[src/rtl/soc_rr_arbiter.sv]
// Latching request arbiter: fixed-priority high masters, round-robin low masters,
// zero-cycle grant latency, grants held while the owner keeps requesting.
module soc_rr_arbiter #(
  parameter  int NUM_REQ      = 3,
  parameter  int NUM_HIGH     = 1,
  parameter  int STARVE_LIMIT = 4,
  localparam int IDX_W        = $clog2(NUM_REQ)
) (
  input  logic               clk,
  input  logic               res_n,
  input  logic [NUM_REQ-1:0] requests,
  output logic [NUM_REQ-1:0] grant,
  output logic               grant_valid,
  output logic [IDX_W-1:0]   grant_idx,
  output logic               new_grant
);

  localparam int NUM_LOW   = NUM_REQ - NUM_HIGH;
  localparam bit STARVE_EN = (STARVE_LIMIT > 0) && (NUM_HIGH > 0) && (NUM_LOW > 0);
  localparam int SC_W      = (STARVE_LIMIT > 0) ? $clog2(STARVE_LIMIT + 1) : 1;

  localparam logic [NUM_REQ-1:0] HIGH_MASK = NUM_REQ'((1 << NUM_HIGH) - 1);
  localparam logic [NUM_REQ-1:0] LOW_MASK  = ~HIGH_MASK;
  localparam logic [IDX_W-1:0]   RR_FIRST  = (NUM_LOW > 0) ? IDX_W'(NUM_HIGH) : '0;
  localparam logic [IDX_W-1:0]   RR_LAST   = IDX_W'(NUM_REQ - 1);
  localparam logic [SC_W-1:0]    SC_MAX    = SC_W'(STARVE_LIMIT);

  logic [NUM_REQ-1:0] owner_q, owner_d;
  logic [IDX_W-1:0]   rr_ptr_q, rr_ptr_d;
  logic [SC_W-1:0]    starve_cnt_q, starve_cnt_d;
  logic               starve_flag_q, starve_flag_d;

  logic [NUM_REQ-1:0] high_req, low_req, rr_oh, hi_oh, pick;
  logic [IDX_W-1:0]   rr_idx;
  logic               hold, rr_hit, hi_hit;

  // NOTE: every signal driven here gets a default first, so no path can leave
  // a value unassigned and infer a latch.
  always_comb begin
    high_req = requests & HIGH_MASK;
    low_req  = requests & LOW_MASK;
    hold     = |(owner_q & requests);

    // Descending scans so the lowest qualifying index is the last one written.
    rr_hit = 1'b0;
    rr_idx = '0;
    rr_oh  = '0;
    for (int k = NUM_REQ - 1; k >= 0; k--) begin
      if (low_req[k] && (IDX_W'(k) >= rr_ptr_q)) begin
        rr_hit = 1'b1;
        rr_idx = IDX_W'(k);
        rr_oh  = '0;
        rr_oh[k] = 1'b1;
      end
    end
    if (!rr_hit) begin
      for (int k = NUM_REQ - 1; k >= 0; k--) begin
        if (low_req[k]) begin
          rr_hit = 1'b1;
          rr_idx = IDX_W'(k);
          rr_oh  = '0;
          rr_oh[k] = 1'b1;
        end
      end
    end

    hi_hit = 1'b0;
    hi_oh  = '0;
    for (int k = NUM_REQ - 1; k >= 0; k--) begin
      if (high_req[k]) begin
        hi_hit = 1'b1;
        hi_oh  = '0;
        hi_oh[k] = 1'b1;
      end
    end

    if (hold)                         pick = owner_q;
    else if (starve_flag_q && rr_hit) pick = rr_oh;
    else if (hi_hit)                  pick = hi_oh;
    else if (rr_hit)                  pick = rr_oh;
    else                              pick = '0;

    // Outputs are forced low for the whole reset, not just from the next edge.
    grant       = res_n ? pick : '0;
    new_grant   = res_n && !hold && (|requests);
    grant_valid = |grant;
    grant_idx   = '0;
    for (int k = 0; k < NUM_REQ; k++) begin
      if (grant[k]) grant_idx = IDX_W'(k);
    end

    owner_d       = grant;
    rr_ptr_d      = rr_ptr_q;
    starve_cnt_d  = starve_cnt_q;
    starve_flag_d = starve_flag_q;
    if (new_grant) begin
      if (|(grant & LOW_MASK)) begin
        rr_ptr_d      = (rr_idx == RR_LAST) ? RR_FIRST : rr_idx + 1'b1;
        starve_cnt_d  = '0;
        starve_flag_d = 1'b0;
      end else if (STARVE_EN && (|low_req) && (starve_cnt_q != SC_MAX)) begin
        starve_cnt_d  = starve_cnt_q + 1'b1;
        starve_flag_d = ((starve_cnt_q + 1'b1) == SC_MAX);
      end
    end
  end

  // NOTE: state uses non-blocking assignments so every register samples the
  // pre-edge values of the others, independent of statement order.
  always_ff @(posedge clk or negedge res_n) begin
    if (!res_n) begin
      owner_q       <= '0;
      rr_ptr_q      <= RR_FIRST;
      starve_cnt_q  <= '0;
      starve_flag_q <= 1'b0;
    end else begin
      owner_q       <= owner_d;
      rr_ptr_q      <= rr_ptr_d;
      starve_cnt_q  <= starve_cnt_d;
      starve_flag_q <= starve_flag_d;
    end
  end

  a_onehot: assert property (@(posedge clk) disable iff (!res_n) $onehot0(grant));
  a_subset: assert property (@(posedge clk) disable iff (!res_n) (grant & ~requests) == '0);
  a_valid:  assert property (@(posedge clk) disable iff (!res_n) grant_valid == (grant != '0));
  a_index:  assert property (@(posedge clk) disable iff (!res_n)
                             grant_valid ? grant[grant_idx] : (grant_idx == '0));

endmodule

[config.mk]
export PLATFORM = sky130hd
export DESIGN_NAME = soc_rr_arbiter
export DESIGN_NICKNAME = d
export VERILOG_FILES = /design/src/rtl/soc_rr_arbiter.sv
export SDC_FILE = /design/constraint.sdc
export NUM_CORES = 1
export LEC_CHECK = 0
export ABC_AREA = 1
export CAP_MARGIN = 10
export CORE_AREA = 2 2 39 41
export DETAILED_ROUTE_END_ITERATION = 7
export DIE_AREA = 0 0 41 43
export GPL_ROUTABILITY_DRIVEN = 0
export PLACE_DENSITY = 0.67
export SYNTH_ARGS = -nofsm -noshare
export SYNTH_HDL_FRONTEND = slang
export SYNTH_SLANG_ARGS = --single-unit
[constraint.sdc]
create_clock -name clk -period 1.6 [get_ports clk]
set_clock_uncertainty 0.05 [all_clocks]
set_input_delay 0.32 -clock clk [delete_from_list [all_inputs] [get_ports clk]]
set_output_delay 0.32 -clock clk [all_outputs]
set_load 0.02 [all_outputs]
==> results of run 1 <==
cell type report:
type	count	share of cell area, %
repair buffers	32	27.4
flip-flops and latches	9	25.2
clock buffers	4	2.92
well taps	16	2.23
multi-input cells	55	36.9
inverters	13	5.42
report_power, final:
part | total [W] | switching [W] | internal [W]
registers | 0.000356 | 0.0000525 | 0.000303
clock network | 0.000181 | 0.0000849 | 0.0000963
logic | 0.000540 | 0.000274 | 0.000266
total | 0.00108 | 0.000411 | 0.000666
metal layers:
metal	up-vias	track usage, %	share of wire (%)
li1	308	-	-
met3	2	4.71	3.3
met2	7	30.3	54
met1	258	21.3	42
met4	0	6.00	0.83
met5	-	0	0
worst max-delay path, delay by kind of cell (launching register included):
family / cells / cell delay (ns)
flip-flops: 1 / 0.53
AND/OR/NAND/NOR: 6 / 0.40
buffers and inverters: 3 / 0.21
layout by cell type (no fill, tap or decap):
cell / Yosys / routed
nand2_1: 33 / 28
buf_4: 1 / 25
inv_1: 12 / 9
dfrtp_1: 8 / 8
nand2_2: 1 / 6
inv_2: 1 / 4
nand3_1: 4 / 3
ha_1: 3 / 3
clkbuf_4: 0 / 3
dlygate4sd2_1: 0 / 3
nand3_4: 1 / 2
a21oi_1: 3 / 2
o21ai_0: 2 / 2
nor2_4: 1 / 2
buf_2: 0 / 2
buf_6: 0 / 2
a21oi_2: 0 / 1
nor2_2: 1 / 1
or2_4: 1 / 1
nor3_4: 1 / 1
nor2_1: 2 / 1
nand3_2: 1 / 1
o21ai_1: 1 / 1
clkbuf_1: 0 / 1
dfstp_2: 1 / 1
timing repair:
item,in CTS,in global routing
setup buffers,8,2
gates resized for setup,52,3
hold endpoints to repair,0,0
pin swaps,2,3
cloned,0,0
endpoints found under the setup margin,13,12
worst paths after layout:
| path | end | cells after the start | slack [ns] | from |
|---|---|---|---|---|
| max | grant_idx[0] | 9 | -0.18 | rr_ptr_q[0]$_DFFE_PN1P_ |
| min in group clk | owner_q[0]$_DFF_PN0_ | 4 | 0.41 | requests[1] |
| min reg2reg | rr_ptr_q[0]$_DFFE_PN1P_ | 2 | 0.42 | rr_ptr_q[0]$_DFFE_PN1P_ |
| max reg2reg | rr_ptr_q[0]$_DFFE_PN1P_ | 13 | -0.16 | rr_ptr_q[0]$_DFFE_PN1P_ |
| max in group asynchronous | rr_ptr_q[0]$_DFFE_PN1P_ | 2 | 1.20 | res_n |
| min | owner_q[1]$_DFF_PN0_ | 2 | 0.06 | res_n |
stage by stage:
stage | instances | TNS [ns] | cell area, um^2
floorplan | 78 | 0 | 581
global placement | 115 | -7.48 | 786
detailed placement | 115 | -7.66 | 786
CTS | 127 | -0.764 | 872
global route | 129 | -2.26 | 900
finish | 129 | -1.33 | 900
cells by family (layout without fill, tap and decap cells):
| kind of cell | Yosys count | in the layout | synth area share, % |
|---|---|---|---|
| flops | 9 | 9 | 39.2 |
| buf+inv | 14 | 49 | 9.74 |
| simple gates | 46 | 46 | 39.4 |
| fa+ha+maj | 3 | 3 | 6.49 |
| compound gates | 6 | 6 | 5.19 |
flip-flops by register name, summed over array words and instances, names as in the netlist:
register / count
rr_ptr_q: 2
starve_cnt_q: 3
starve_flag_q: 1
owner_q: 3
==> run metrics, run 1 <==
status=finished with violations; failing checks=negative setup slack; Hold Vio Cnt, Final=0; ratio of final minimum period to clock period=111%; Final Max Tran Viols=0; vias in the first global route=531; worst hold path type=input port to asynchronous set/reset pin; Initial Utilization=a little over two fifths; DR WL/cell=a little over 10 um; Pre-antenna DRT Iters=4; RSZ-0062 raised after global routing=true; post-layout min period=around 1.8 ns; post-synthesis average cell area=around 7.4 um^2; Synth top area share=34.6%; Setup CP Type=register to output port; final setup fails=12; sequential cell area fraction in the yosys report=about two fifths; Post-Route WL=roughly 1300 um; Worst-path clk slew=0.07 ns; Unique masters post-synth=19; Worst Setup End Kind=output port; initial antenna violation count=0; Antenna Cells=0; Layout area overhead=55.6%; Post-synth EDFFs=0; Power Dens Cells=roughly 1200 nW/um^2; YS warnings=0; final setup margin=-0.179 ns; top cells by area, synth=dfrtp_1, nand2_1, inv_1; share of cells above drive strength 1=46.0%; max_cap viols=0; cell chain of the critical path=inv_2 > nand3_4 > nand2_2 > nand2_1 > nand2_1 > nand2_2 > inv_2 > nor2_2 > buf_6; total grt overflow=0; crit path max fanout=4; most numerous cell in the Yosys netlist=nand2_1; Worst-Skew Late Latency=between 0.2 and 0.3 ns; total design power=roughly 0.0011 W; Inserted Clock Buffers=3; # fillers=118; Reg area=between 200 and 250 um^2; Initial DRC Count=4; area leader, netlist=dfrtp_1; Post-Synthesis Cells=78; Final Core Density=between 60% and 70%; IO buf count=11; Detail Route Antenna Nets=0; residual DRC count=0; largest net degree at the start of global routing=8; HPWL after detailed placement=between 1000 and 1500 um; Arrival @ worst endpoint=approximately 1.4 ns; Hold Buf Count CTS=0; syn nets=86; Commonest cells post-synth=nand2_1, inv_1, dfrtp_1, nand3_1; clock sink count=9; root buf cell=clkbuf_4; DIE HEIGHT=43 um; Mapped Area=about 580 um^2; Least-Margin Pin Slew=around 0.24 ns; f_max=roughly 560 MHz; I/O pin cnt=12; Worst Path Required=~1.2 ns; fin nets=~120; Synth Flop Type=dfrtp_1; P_leak=between 0.5 and 0.6 nW; CTS tree=done; startpoint types=register; Hold Slack=roughly 0.06 ns; critical path's slowest cell=dfstp_2; max incr delay on CP=0.53 ns; first-pass GRT wire length=~2200 um; Seq cells post-synth=9; Worst VDD drop=0.716 mV; Clock Path Buffers=2; total track usage=between 10% and 20%; die area=1760 um^2; row count=14; H-tree level count=1; width of the die=41 um; core area=1380 um^2; relative slew slack=83.9%; vias per inst=4.46; FFs w/ async S/R, synth=100%; DR vias=575; footprint of the multi-input gates=332 um^2; Placement Setup Slack=-0.837 ns
Note: power is estimated with default switching activity, not from simulation.
==> inputs of run 2 (changes only) <==
--- a/config.mk
+++ b/config.mk
@@ -15,3 +15,4 @@
 export SYNTH_ARGS = -nofsm -noshare
 export SYNTH_HDL_FRONTEND = slang
 export SYNTH_SLANG_ARGS = --single-unit
+export TNS_END_PERCENT = 5
==> run 2 against run 1 <==
The flow still finishes with violations (negative setup slack). Largest power group unchanged. Fmax increased by 1.3%. Design area shrank 9.0%. First-iteration DRC count down 50%. Sequential power shrank 2%. Critical endpoint unchanged.
==> run metrics, run 2 (synthesis results as in run 1) <==
status=finished with violations; failing checks=negative setup slack; max_cap viols=0 (unchanged); Worst path top cell family by delay=flip-flops; Detail Route Antenna Nets=0 (unchanged); startpoint types=register; die area=1760 um^2 (unchanged); Inserted Clock Buffers=3 (unchanged); DR WL/cell=9.99 um (-3.3%); Worst-path clk slew=0.07 ns (about the same); DIE HEIGHT=43 um (unchanged); post-layout min period=1.76 ns (-0.0228 ns); most frequent cells in the layout=nand2_1, buf_4, inv_1; met1 Resource Use GR=21.3% (unchanged); Most Crowded Layer GR=met2; leading cell type in the layout, fill and taps excluded=nand2_1; Worst Path Required=1.23 ns (about the same); vias per inst=4.53 (+1.7%); HPWL after detailed placement=1000 um (unchanged); Worst VDD drop=0.668 mV (-6.7%); core area=1380 um^2 (unchanged); crit path max fanout=4 (unchanged); Hold Vio Cnt, Final=0 (unchanged); final setup margin=-0.156 ns (+0.0228 ns); clock sink count=9 (unchanged); Layout area overhead=41.6%; Reg2Reg Depth=9 (-4); Clock Path Buffers=2 (unchanged); NetSw=0.000381 W (-7.3%); f_max=569 MHz (+1.3%); Buf+Inv Stages, Crit Path=3 (unchanged); fin nets=113 (-7.4%); vias in the first global route=498 (-6.2%); Final Core Density=59.1% (-5.9 points); Post-Route WL=1200 um (-10%); Initial Utilization=41.8% (unchanged); row count=14 (unchanged); first-pass GRT wire length=2020 um (-6.4%); Worst-Skew Late Latency=0.27 ns (about the same); DR vias=544 (-5.4%); max incr delay on CP=0.53 ns (about the same); Antenna Cells=0 (unchanged); Initial DRC Count=2 (-2); Reg power frac=35.7% (+2.7 points); clock share of power=18.6% (+1.8 points); Pre-antenna DRT Iters=4 (unchanged); met3 Use GR=4.71% (unchanged); total track usage=16.8% (-1.3 points); critical path's slowest cell=dfstp_2; Least-Margin Pin Slew=0.187 ns (-0.0539 ns); Sum Neg Setup Slack=-0.802 ns (+0.530 ns); initial antenna violation count=0 (unchanged); cell chain of the critical path=inv_2 > nand3_2 > nand2_1 > nand2_1 > nand2_1 > nand2_2 > inv_2 > nor2_2 > buf_6; Sw Ratio=38.9% (+0.70 points); global-route track usage on met2=26.3% (-4.1 points); width of the die=41 um (unchanged); Comb power frac=45.8% (-4.3 points); # fillers=131 (+11%); largest net degree at the start of global routing=8 (unchanged); CTS tree=done; Reg area=226 um^2 (unchanged); final setup fails=7 (-5); Worst Setup End Kind=output port; residual DRC count=0 (unchanged); share of cells above drive strength 1=38.5% (-7.6 points); Arrival @ worst endpoint=1.39 ns (-0.02 ns); worst hold path type=input port to asynchronous set/reset pin; ratio of final minimum period to clock period=110% (-1.4 points); IO buf count=11 (unchanged); internal power=0.000600 W (-10%); Stages on worst setup path=9 (unchanged); Setup CP Type=register to output port; P_leak=0.467 nW (-7.8%); largest registers=owner_q x3, starve_cnt_q x3, rr_ptr_q x2; relative slew slack=87.5% (+3.6 points); total grt overflow=0 (unchanged); Power Dens Cells=1200 nW/um^2 (+0.12%); CP most frequent cell=nand2_1; I/O pin cnt=12 (unchanged); Final Max Tran Viols=0 (unchanged); H-tree level count=1 (unchanged); root buf cell=clkbuf_4; footprint of the multi-input gates=319 um^2 (-3.8%); RSZ-0062 raised after global routing=true; Hold Buf Count CTS=0 (unchanged)
[run 2: changes by cell type in the layout (fill, tap and decap cells not counted), sizes merged]
cell / previous run / this run
dlygate4sd2: 3 / 4
buf: 29 / 19
[run 2: final cells by class]
type / count / area share (%)
Sequential cell: 9 / 27.7
Multi-Input combinational cell: 55 / 39.0
Inverter: 13 / 5.96
Timing Repair Buffer: 23 / 21.7
Clock buffer: 4 / 3.21
Tap cell: 16 / 2.45
[run 2: power groups by stage]
| stage | clock, W | sequential [W] | combinational (W) |
|---|---|---|---|
| CTS | 0.000177 | 0.000352 | 0.000457 |
| global placement | 0 | 0.000350 | 0.000434 |
| detailed placement | 0 | 0.000350 | 0.000444 |
| global route | 0.000196 | 0.000361 | 0.000503 |
| floorplan | 0 | 0.000338 | 0.000276 |
| finish | 0.000182 | 0.000350 | 0.000449 |
[run 2: per-layer routing]
metal	wire [um]	share of wire [%]	vias up
li1	-	-	291
met1	529	44	242
met2	618	52	9
met3	40	3.3	2
met4	11	0.92	0
met5	0	0	-
[run 2: worst paths after layout]
path	startpoint	to	slack [ns]
worst max-delay path	rr_ptr_q[0]$_DFFE_PN1P_	grant_idx[0]	-0.16
worst min-delay path	res_n	owner_q[1]$_DFF_PN0_	0.06
worst max register to register	owner_q[2]$_DFF_PN0_	starve_cnt_q[1]$_DFFE_PN0P_	0.09
worst min register to register	rr_ptr_q[0]$_DFFE_PN1P_	rr_ptr_q[0]$_DFFE_PN1P_	0.42
max in group asynchronous	res_n	rr_ptr_q[0]$_DFFE_PN1P_	1.20
min in group clk	rr_ptr_q[0]$_DFFE_PN1P_	rr_ptr_q[0]$_DFFE_PN1P_	0.42
[run 2: what timing repair did]
item | in CTS | in global routing
buffers inserted | 1 | 0
pin swaps | 1 | 0
setup endpoints to repair | 13 | 11
gates resized for setup | 47 | 0
[run 2: stage by stage]
step	cells	total power [W]	area, um^2	setup WS, ns	hold WS (ns)
after floorplan	78	0.000614	581	0.00361	-0.0256
after global placement	115	0.000784	786	-0.807	0.408
after detailed placement	115	0.000794	786	-0.837	0.406
after CTS	120	0.000985	818	-0.155	0.0765
after global routing	120	0.00106	818	-0.237	0.0627
final	120	0.000981	818	-0.156	0.0592
==> patch (config.mk and constraints of run 1) <==
Set the parameter `STARVE_LIMIT` to 2 (it was 4).
--- a/src/rtl/soc_rr_arbiter.sv
+++ b/src/rtl/soc_rr_arbiter.sv
@@ -3,7 +3,7 @@
 module soc_rr_arbiter #(
   parameter  int NUM_REQ      = 3,
   parameter  int NUM_HIGH     = 1,
-  parameter  int STARVE_LIMIT = 4,
+  parameter  int STARVE_LIMIT = 2,
   localparam int IDX_W        = $clog2(NUM_REQ)
 ) (
   input  logic               clk,
Behaviour: not the same (a bounded check fails within 10 cycles, from zero or initial values).
==> patch against run 1 <==
- the flow still finishes with violations (negative setup slack)
- count of clock-buffer cells in the layout unchanged
- first-iteration DRC count increased by 75%
- maximum frequency decreased by 7.2%
- routed wire length decreased by 7.8%
- setup slack got worse by 0.14 ns
- sequential share of layout area decreased by 1.8 points
- final area decreased by 4.0%
- via count decreased by 6.6%
- synthesized area decreased by 11%
- power increased by 2.0%
- sequential cell count decreased by 1
- largest power group unchanged
==> patch: results (changes against run 1) <==
[placed_design]
place_worst_setup_slack_ns=-0.973  ; -0.135 ns
hpwl_um=964  ; -3.9%
dpl-instance-area_sq_um=769  ; -2.1%

[status]
status=complete, but fails checks
violations=negative setup slack

[layout]
fin_nets=110  ; -9.8%
reg_top3=owner_q x3, rr_ptr_q x2, starve_cnt_q x2
final_layout_size_suffix_gt1_frac=0.480  ; +0.0202

[timing]
tns_ns=-1.75  ; -0.421 ns
worst_slack_ns=-0.317  ; -0.138 ns
finalHoldViolations=0  ; unchanged
whs_ns=0.334  ; +0.274 ns
setup_viol=7  ; -5
max_slew_margin=0.851  ; +0.0117

[setup_path]
cp_max_fo=2  ; -2
critPathSlowestCell=dfstp_2
crit_path_start=rr_ptr_q[0]
crit_end=grant_valid
r2r_cells=10  ; -3
r2r_end=starve_cnt_q[1]
crit_family=simple AND/OR/NAND/NOR gates
arrival_ns=1.55  ; +0.14 ns
rrSetupSlack_ns=0.05  ; +0.21 ns
reg2reg_from=owner_q[1]

[synth]
netlist_top_cells_area=dfrtp_1 34%, nand2_1 17%, inv_1 8.7%
synthArstFlopShare=1.00  ; unchanged
ys_seq_area_frac=0.391  ; -0.000998
post_synth_num_cell_types=16  ; -3
synthTopCellsByCount=24 x nand2_1, 12 x inv_1, 7 x dfrtp_1, 4 x nand2_2, 4 x nand3_1
synthCells=70  ; -10%
syn_nets=77  ; -10%

[global_routing]
grt_pass1_wl_mm=2.13  ; -1.3%
grt_max_degree=10  ; +2
grt_usage=0.182  ; +0.000369
grt_pass1_vias=554  ; +4.3%
antenna_found_initial=0  ; unchanged

[drt]
routed_wl_mm=1.23  ; -7.8%
vias_per_cell=4.55  ; +2.1%
wire_per_inst_um=10.4  ; +0.79%
dr.first_iter.drc_count=7  ; +3

[power_and_ir_drop]
p_leak_nw=0.477  ; -5.7%
vdd_drop_max_mv=0.718  ; +0.26%

[clock_network]
cts_buffer_depth=2  ; unchanged

[floorplan]
die_area_sq_mm=0.00176  ; unchanged

[min_path]
hold_path_class=primary input to asynchronous set/reset pin

[patch: cell types whose count changed after synthesis, sizes merged]
cell	change
a211oi	+1
a21oi	-1
dfrtp	-1
ha	-1
inv	-1
nand2	-6
nor2	+2
nor3	-1
[patch: power by group]
group | switching (mW) | internal [mW] | total [mW]
combinational | 0.302 | 0.295 | 0.597
sequential | 0.0518 | 0.281 | 0.333
clock | 0.0738 | 0.0957 | 0.170
[patch: cells by family after synthesis]
logic type	Yosys count	synth area share
compound gates	6	0.0874
simple gates	41	0.371
fa+ha+maj	2	0.0485
buf+inv	13	0.102
flops	8	0.391
[patch: routing by layer]
| layer | GRT usage | vias up | wire [um] |
|---|---|---|---|
| met5 | 0 | - | 0 |
| met3 | 0.0157 | 4 | 51 |
| met1 | 0.214 | 247 | 509 |
| met4 | 0.120 | 0 | 32 |
| li1 | - | 277 | - |
| met2 | 0.294 | 9 | 635 |
[patch: area by class of cell]
cell class / instances / area (sq um)
Fill cell: 117 / 520
Multi-Input combinational cell: 49 / 308
Timing Repair Buffer: 29 / 258
Sequential cell: 8 / 201
Inverter: 12 / 50.0
Clock buffer: 4 / 26.3
Tap cell: 16 / 20.0
[patch: worst register-to-register path, cell delays in order, from the launching register on]
cell      delay (ns)
dfrtp_1         0.38
nand2_1         0.08
buf_4           0.11
nand3_2         0.08
buf_4           0.15
a211oi_4        0.20
buf_6           0.15
nand2_2         0.06
nor2_4          0.12
nand2_1         0.06
nand2_1         0.06
[patch: repair_timing]
item                       CTS  global route
gates resized for setup     56             3
hold buffers                 0             0
pin swaps                    7             2
buffers inserted             3             0
setup endpoints to repair   12            11
